$ cat src/rtl/iir_pkg.sv
// Shared types and helpers for the time-multiplexed biquad engine.
// Widths are passed in so the helpers follow the top-level parameters.
package iir_pkg;

   typedef enum logic [1:0] {
      IDLE,
      MAC,
      STORE
   } state_t;

   localparam int NUM_TAPS = 5;

   function automatic int acc_width(input int dw, input int cw, input int guard);
      return dw + cw + guard;
   endfunction

   // Clamp to a signed dw-bit range; caller truncates to dw bits.
   function automatic logic signed [63:0] saturate(
      input logic signed [63:0] v,
      input int dw
   );
      logic signed [63:0] hi;
      logic signed [63:0] lo;
      hi = (64'sd1 <<< (dw - 1)) - 64'sd1;
      lo = -(64'sd1 <<< (dw - 1));
      if (v > hi) return hi;
      else if (v < lo) return lo;
      else return v;
   endfunction

endpackage

$ cat src/rtl/iir_mac.sv
// Single shared multiplier with a registered add/subtract accumulator.
// clr wins over en so a new channel always starts from zero.
module iir_mac
   import iir_pkg::*;
#(
   parameter int CW = 18,
   parameter int DW = 16,
   parameter int AW = 37
) (
   input  logic                 clk,
   input  logic                 clr,
   input  logic                 en,
   input  logic                 sub,
   input  logic signed [CW-1:0] a,
   input  logic signed [DW-1:0] b,
   output logic signed [AW-1:0] acc
);

   logic signed [CW+DW-1:0] prod;
   logic signed [AW-1:0]    term;

   assign prod = a * b;
   assign term = AW'(prod);

   always_ff @(posedge clk) begin
      if (clr)
         acc <= '0;
      else if (en)
         acc <= sub ? acc - term : acc + term;
   end

endmodule

$ cat src/rtl/iir_biquad_scheduler.sv
// Stereo direct-form-I biquad sharing one MAC across both channels.
// Inputs and coefficients are shadowed on the accepted tick.
module iir_biquad_scheduler
   import iir_pkg::*;
#(
   parameter int COEFF_WIDTH = 18,
   parameter int COEFF_SCALE = 14,
   parameter int DATA_WIDTH  = 16,
   parameter int ACC_GUARD   = 3
) (
   input  logic                          clk,
   input  logic                          reset,
   input  logic                          sample_tick,
   input  logic signed [DATA_WIDTH-1:0]  in_l,
   input  logic signed [DATA_WIDTH-1:0]  in_r,
   input  logic signed [COEFF_WIDTH-1:0] A2,
   input  logic signed [COEFF_WIDTH-1:0] A3,
   input  logic signed [COEFF_WIDTH-1:0] B1,
   input  logic signed [COEFF_WIDTH-1:0] B2,
   input  logic signed [COEFF_WIDTH-1:0] B3,
   output logic signed [DATA_WIDTH-1:0]  out_l,
   output logic signed [DATA_WIDTH-1:0]  out_r,
   output logic                          out_valid,
   output logic                          busy,
   output logic                          overrun
);

   localparam int AW = acc_width(DATA_WIDTH, COEFF_WIDTH, ACC_GUARD);

   typedef logic signed [DATA_WIDTH-1:0]  data_t;
   typedef logic signed [COEFF_WIDTH-1:0] coeff_t;

   state_t     state;
   logic       ch;
   logic [2:0] step;

   data_t  xin [2];
   data_t  x1  [2];
   data_t  x2  [2];
   data_t  y1  [2];
   data_t  y2  [2];
   coeff_t a2_s, a3_s, b1_s, b2_s, b3_s;

   logic signed [AW-1:0] acc;
   logic signed [AW-1:0] acc_sh;
   data_t                y_new;

   coeff_t mac_a;
   data_t  mac_b;
   logic   mac_sub;
   logic   mac_en;
   logic   mac_clr;

   always_comb begin
      mac_a   = b1_s;
      mac_b   = xin[ch];
      mac_sub = 1'b0;
      case (step)
         3'd1: begin
            mac_a = b2_s;
            mac_b = x1[ch];
         end
         3'd2: begin
            mac_a = b3_s;
            mac_b = x2[ch];
         end
         3'd3: begin
            mac_a   = a2_s;
            mac_b   = y1[ch];
            mac_sub = 1'b1;
         end
         3'd4: begin
            mac_a   = a3_s;
            mac_b   = y2[ch];
            mac_sub = 1'b1;
         end
         default: ;
      endcase
   end

   assign mac_en  = (state == MAC);
   assign mac_clr = reset
                  | ((state == IDLE) & sample_tick)
                  | (state == STORE);

   iir_mac #(
      .CW (COEFF_WIDTH),
      .DW (DATA_WIDTH),
      .AW (AW)
   ) u_mac (
      .clk (clk),
      .clr (mac_clr),
      .en  (mac_en),
      .sub (mac_sub),
      .a   (mac_a),
      .b   (mac_b),
      .acc (acc)
   );

   assign acc_sh = acc >>> COEFF_SCALE;
   assign y_new  = DATA_WIDTH'(saturate(64'(acc_sh), DATA_WIDTH));
   assign busy   = (state != IDLE);

   always_ff @(posedge clk) begin
      if (reset) begin
         state     <= IDLE;
         ch        <= 1'b0;
         step      <= '0;
         xin       <= '{default: '0};
         x1        <= '{default: '0};
         x2        <= '{default: '0};
         y1        <= '{default: '0};
         y2        <= '{default: '0};
         a2_s      <= '0;
         a3_s      <= '0;
         b1_s      <= '0;
         b2_s      <= '0;
         b3_s      <= '0;
         out_l     <= '0;
         out_r     <= '0;
         out_valid <= 1'b0;
         overrun   <= 1'b0;
      end else begin
         out_valid <= 1'b0;
         overrun   <= sample_tick & (state != IDLE);
         case (state)
            IDLE: begin
               if (sample_tick) begin
                  xin[0] <= in_l;
                  xin[1] <= in_r;
                  a2_s   <= A2;
                  a3_s   <= A3;
                  b1_s   <= B1;
                  b2_s   <= B2;
                  b3_s   <= B3;
                  ch     <= 1'b0;
                  step   <= '0;
                  state  <= MAC;
               end
            end
            MAC: begin
               if (step == 3'(NUM_TAPS - 1))
                  state <= STORE;
               else
                  step <= step + 3'd1;
            end
            STORE: begin
               x2[ch] <= x1[ch];
               x1[ch] <= xin[ch];
               y2[ch] <= y1[ch];
               y1[ch] <= y_new;
               if (!ch) begin
                  ch    <= 1'b1;
                  step  <= '0;
                  state <= MAC;
               end else begin
                  // left result was committed to y1[0] one pass earlier
                  out_l     <= y1[0];
                  out_r     <= y_new;
                  out_valid <= 1'b1;
                  state     <= IDLE;
               end
            end
            default: state <= IDLE;
         endcase
      end
   end

endmodule

$ cat config.mk
export PLATFORM = sky130hd
export DESIGN_NAME = iir_biquad_scheduler
export DESIGN_NICKNAME = d
export VERILOG_FILES = /design/src/rtl/iir_pkg.sv /design/src/rtl/iir_mac.sv /design/src/rtl/iir_biquad_scheduler.sv
export SDC_FILE = /design/constraint.sdc
export NUM_CORES = 2
export LEC_CHECK = 0
export BUFFER_PORTS_ARGS = -buffer_cell sky130_fd_sc_hd__buf_4
export CORE_ASPECT_RATIO = 0.7
export CORE_UTILIZATION = 47
export DETAILED_ROUTE_END_ITERATION = 10
export PLACE_DENSITY = 0.64
export SYNTH_ARGS = -nofsm -noshare
export SYNTH_HDL_FRONTEND = slang
export SYNTH_SLANG_ARGS = --single-unit
$ cat constraint.sdc
create_clock -name clk -period 12.8 [get_ports clk]
set_input_delay 0.64 -clock clk [delete_from_list [all_inputs] [get_ports clk]]
set_output_delay 0.64 -clock clk [all_outputs]
set_load 0.03 [all_outputs]
* Word level (Yosys, flattened, before mapping) *
Index checks and enable logic that the tools add are counted.

word-level totals
  bits in registers = 327
  input port bits = 125
  output and inout bits = 35
  logic and storage cells = 97

cells by class
  add/sub/neg operators = 3
  multiply operators = 1
  $lt $le $gt $ge = 4
  equal/unequal tests = 10
  multiplexer cells = 38
  bitwise operators = 6
  reductions and logical operators = 12

operator list
  kind                    count
  $mux W16                18
  $bwmux W32              4
  $pmux W18 S4            1
  $pmux W16 S4            1
  $add A37 B34 Y37        1
  $mux W37                1
  $sub A37 B34 Y37        1
  $mul A18 B16 Y34        1
  $gt A23 B16 Y1 const B  1
  $lt A23 B16 Y1 const B  1
  $demux W16 S1           1
  $mux W3                 3
  $pmux W3 S3             1
  $reduce_and A2 Y1       4
  $eq A3 B2 Y1 const B    2
  $ne A2 B2 Y1 const B    3
  $pmux W2 S3             1
  $mux W1                 4
  $mux W2                 2
  $reduce_and A4 Y1       1
  $reduce_bool A2 Y1      2
  $reduce_or A2 Y1        2
  $add A3 B1 Y3 const B   1
  $eq A3 B1 Y1 const B    1
  14 further kinds        16

* Logic depth before layout (Yosys ltp) *
  depth after elaboration = 8
  gate-level depth with buffers = 48
  mapped depth without buffers = 44

* By module *
Synthesis repeated with hierarchy kept, for this count alone.

second synthesis, totals
  cell total of the unflattened synthesis = 3235
  area, all modules = 26709.4 µm²

by module, submodules not included
  module                times used  cells an instance  area each (µm²)  seq. area each (µm²)
  iir_mac               1           1762               15059.4          740.7
  iir_biquad_scheduler  1           1473               11649.9          5485.3

* Least setup slack after synthesis *
Ideal clock, no wire load.

  path type = register -> register
  start point = register ch
  end point = register u_mac.acc[36]
  setup time = 0.062 ns
  data arrival time = 11.487 ns
  required time = 12.738 ns
  path slack = 1.252 ns
  cell stages (with the launch flop) = 43
  buffers on the path = 5
  period minus slack after synthesis = 11.548 ns
  cells stage by stage = dfxtp_1 -> clkbuf_1 -> buf_1 -> clkbuf_1 -> buf_1 -> mux2i_1 -> a21oi_1 -> clkbuf_1 -> nand2_1 -> fa_1 -> inv_1 -> fa_1 -> inv_1 -> fa_1 -> inv_1 -> fa_1 -> fa_1 -> inv_1 -> [... 7 more ...] -> xnor2_1 -> or3_1 -> or4_1 -> or2_2 -> or3b_4 -> nand2_1 -> xnor2_1 -> ha_1 -> a21oi_1 -> a21oi_1 -> o21a_1 -> o21ai_0 -> nand2b_1 -> a311o_1 -> a21oi_1 -> nand3_1 -> mux2_2 -> nand3_1

between the ends
  cells in the longest elaborated chain, start to end = 8
  elaborated cells on any way between the ends = 21
  classes of those cells = 2 x add/sub; 1 x mul; 17 x mux; 1 x bitwise

ends and longest elaborated chain
  what                                                         RTL line                     source
  start: declaration                                           iir_biquad_scheduler.sv:34   logic ch;
  start signal: assignment                                     iir_biquad_scheduler.sv:107  ch <= 1'b0;
  start signal: assignment                                     iir_biquad_scheduler.sv:136  ch <= 1'b0;
  start signal: assignment                                     iir_biquad_scheduler.sv:153  ch <= 1'b1;
  $not A1 Y2 (not written as such) (*)                         --
  $mux W16 (on tied branches) (3 in a row)                     --
  $pmux W16 S4 (*)                                             iir_biquad_scheduler.sv:58   case (step)
  $mul A18 B16 Y34 (*)                                         iir_mac.sv:22                assign prod = a * b;
  $add A37 B34 Y37 / $sub A37 B34 Y37 (equally long branches)  iir_mac.sv:29                acc <= sub ? acc - term : acc + term;
  $mux W37 (*)                                                 iir_mac.sv:29
  end signal: assignment                                       iir_mac.sv:29
  end: declaration                                             iir_mac.sv:16                output logic signed [AW-1:0] acc

Every way passes the cells marked *; elsewhere a longest branch is shown, timed or not. The select of a mux whose other input is x is not followed.
A chain may end at the register's enable or synchronous reset.

* Worst setup path in the final report *
  start point = register step[2]
  end point = register u_mac.acc[36]

between the ends
  cells in the longest elaborated chain, start to end = 5
  elaborated cells on any way between the ends = 12
  classes of those cells = 2 x add/sub; 1 x mul; 4 x eq/ne; 4 x mux; 1 x reduce/logical

ends and longest elaborated chain
  what                                                         RTL line                     source
  start: declaration                                           iir_biquad_scheduler.sv:35   logic [2:0] step;
  start signal: assignment                                     iir_biquad_scheduler.sv:145  step <= step + 3'd1;
  $eq A3 B3 Y1 (tied with other cells)                         iir_biquad_scheduler.sv:58
  $pmux W18 S4 / $pmux W16 S4 (equally long branches)          iir_biquad_scheduler.sv:58
  $mul A18 B16 Y34                                             iir_mac.sv:22
  $add A37 B34 Y37 / $sub A37 B34 Y37 (equally long branches)  iir_mac.sv:29
  $mux W37 (*)                                                 iir_mac.sv:29

Every way passes the cells marked *; elsewhere a longest branch is shown, timed or not.

==> results_dict.tcl <==
set metrics [dict create \
    slew_violations 0 \
    track_usage_pct 27.8 \
    synth-edff-count 0 \
    synth_ff_type "dfxtp_1" \
    seq_area_frac_synth_pct 23.8 \
    rr_endpoint "u_mac.acc[36]" \
    met3_usage_pct 7.87 \
    p_per_area_nw_per_um2 157 \
    arrival_ns 12.58 \
    yosys_warnings 0 \
    cp_data_required_time_ns 13.32 \
    drc 0 \
    stdcell_count 4063 \
    synthMostInstantiatedCell "nand2_1" \
    yosysTopAreaCell "dfxtp_1" \
    synthTopCellsByArea "dfxtp_1 (24%), fa_1 (22%), nand2_1 (10%)" \
    synth_common_cells "nand2_1 (708), a21oi_1 (369), inv_1 (357), dfxtp_1 (311), fa_1 (291)" \
    seqPwrFrac_pct 23.6 \
    p_total_mw 4.56 \
    power_switching_mw 2.00 \
    grt_pass1_wl_um 124000 \
    antenna_found_initial 1 \
    end_kind "flip-flop" \
    ios 160 \
    crit_start "step[2]" \
    grt-busiest-layer "met1" \
    cts_sinks 311 \
    hold_path_end "xin[12]" \
    reg2reg_slack_ns 0.74 \
    r2r-start "step[2]" \
    critPathKind "flip-flop to flip-flop" \
    cts_tree "done" \
    die-area_um2 56600 \
    grt_use_met2_pct 39.7 \
    yosys.area.top_type_share_pct 23.8 \
    grt_overflow 0 \
    diodes 0 \
    cts_max_path_buffers 3 \
    vias 22500 \
    initial_utilization_pct 48.1 \
    pwr-share-comb_pct 55.3 \
    area_growth_pct 11.0 \
    finalWeightedCongestion 0.918 \
    status "finished, final reports clean" \
    synth_fp_nets 3801 \
    slowest_delay_ns 0.94 \
    hold_depth 3 \
    synth.avg_cell_area_um2 8.03 \
    min_period_over_period_pct 94.2 \
    crit_top_cell "fa_1" \
    fin_nets 3852 \
    cp_max_fo 14 \
    power.internal_mw 2.56 \
    post_cts_buffers 0 \
    postRouteAntennaNets 0 \
    ys_types 74 \
    routedWlPerCell_um 19.2 \
    cap_viol_max_count 0 \
    dp_hpwl_um 60200 \
    setup_tns_ns 0 \
    viasPerCell 5.53 \
    worst_pin_slew_ns 1.14 \
    grt_max_degree 206 \
    reg2reg_depth 40 \
    grt.met1_usage_pct 41.4 \
    irDropWorstVdd_uv 245 \
    clkPwrFrac_pct 21.2 \
    power_switching_share_pct 43.9 \
    syn_area_um2 26200 \
    finClkSkew_ns 0.0119 \
    p_leak_nw 12.5 \
    synth_cells 3257 \
    fp.coreArea_um2 54400 \
    finalSetupViolations 0 \
    period_needed_ns 12.06 \
    htree_levels 1 \
    rows 71 \
    cts_buffers 31 \
    drt_iter0_markers 2038 \
    worst_path_max_delay_cell "o31ai_2" \
    slew_headroom_pct 22.9 \
    dr.pass1.iters 7 \
    rsz0062_at_grt "false" \
    grt_pass1_vias 22100 \
    synthArstFlopShare_pct 0 \
    clk_latency_ns 0.58 \
    hold_start "in_r[12]" \
    clk_pin_slew_worst_paths_ns 0.07 \
    max_freq_mhz 82.9 \
    hold_path_class "input port to flip-flop" \
    start_kind "flip-flop" \
    hold_viol 0 \
    postRouteWirelength_um 77800 \
    cts-root-buf "clkbuf_16" \
    place_inst 4005 \
    synth_seq_cells 311 \
    final_layout_size_suffix_gt1_share_pct 9.96 \
    port_buffers 159 \
    die_w_um 284 \
    die_h_um 199 \
]
==> worst max path at each step <==
stage	end	slack (ns)	depth (start not counted)
3_3_place_gp	u_mac.acc[36]	0.80	41
3_5_place_dp	u_mac.acc[36]	0.48	41
4_1_cts	u_mac.acc[36]	0.41	41
5_1_grt	u_mac.acc[36]	0.07	41
2_1_floorplan	u_mac.acc[36]	1.25	42
6_report	u_mac.acc[36]	0.74	40
==> power groups by stage <==
stage               Clock (mW)  Combinational (mW)  Sequential [mW]
finish                   0.966                2.52             1.08
global route              1.02                2.80             1.08
CTS                      0.978                2.49             1.08
detailed placement           0                2.45             1.10
global placement             0                2.42             1.10
floorplan                    0                1.83             1.07
==> cells in the final DEF (no fill, tap or decap), types with 12 or more instances in the layout <==
cell	instances
nand2_1	706
a31oi_1	18
nand2b_1	41
o22ai_1	19
nand3_1	25
or2_2	12
xnor2_1	52
or3_1	12
a21o_1	37
o21a_1	16
o21ai_0	40
fa_1	291
a21oi_1	368
inv_1	357
a221oi_1	15
o211ai_1	38
nor3_1	27
a31o_2	19
dfxtp_1	310
xor2_1	36
nor2_1	225
clkbuf_16	31
and2_1	24
buf_4	210
ha_1	127
a22oi_1	46
o31ai_1	14
mux2i_1	49
==> critical path, delay by kind of cell (launching register included) <==
kind	cells	cell delay [ns]
DFF	1	0.54
xor gates and xnor gates	2	0.20
buffers and inverters	6	0.65
adders and majority gates	9	4.13
AOI/OAI and AO/OA	13	3.96
muxes	1	0.31
and+or+nand+nor	9	2.20
==> final cells by class <==
| cell class | count | area (um2) |
|---|---|---|
| fillers | 5157 | 25300 |
| multi-input cells | 2393 | 17900 |
| flip-flops and latches | 311 | 6230 |
| repair buffers | 212 | 1610 |
| inverters | 359 | 1350 |
| well taps | 730 | 913 |
| clock buffers | 42 | 867 |
| clock inverters | 16 | 204 |
==> sequential cells by signal, indices dropped and copies added, names as in the netlist, 32 cells and up <==
name,flops
u_mac.acc,37
xin,32
y2,32
x2,32
x1,32
==> metal layers <==
layer,routed length [um],vias to the layer above
met5,13,-
met3,8040,90
met4,1610,2
met1,36700,10800
li1,-,10700
met2,31500,893
==> through the flow <==
step | utilization [%] | area, um2 | hold WS, ns | setup WS, ns
global route | 53.4 | 29000 | 0.297 | 0.0722
global placement | 51.4 | 28000 | 0.442 | 0.796
detailed placement | 51.4 | 28000 | 0.447 | 0.483
floorplan | - | 26200 | 0.436 | 1.25
CTS | 53.4 | 29000 | 0.280 | 0.413
finish | 53.4 | 29000 | 0.306 | 0.743
==> kinds of logic after synthesis <==
family / share of synthesized area [%]
simple gates: 18.2
buf+inv: 8.25
mux: 2.05
compound gates: 16.4
xor+xnor: 2.95
flops: 23.8
fa+ha+maj: 28.4
==> timing repair <==
item,in CTS,in global routing
setup endpoints to repair,0,1
gates resized for setup,0,3
hold buffers,0,0
No activity file was read; power rests on OpenSTA's default activity.
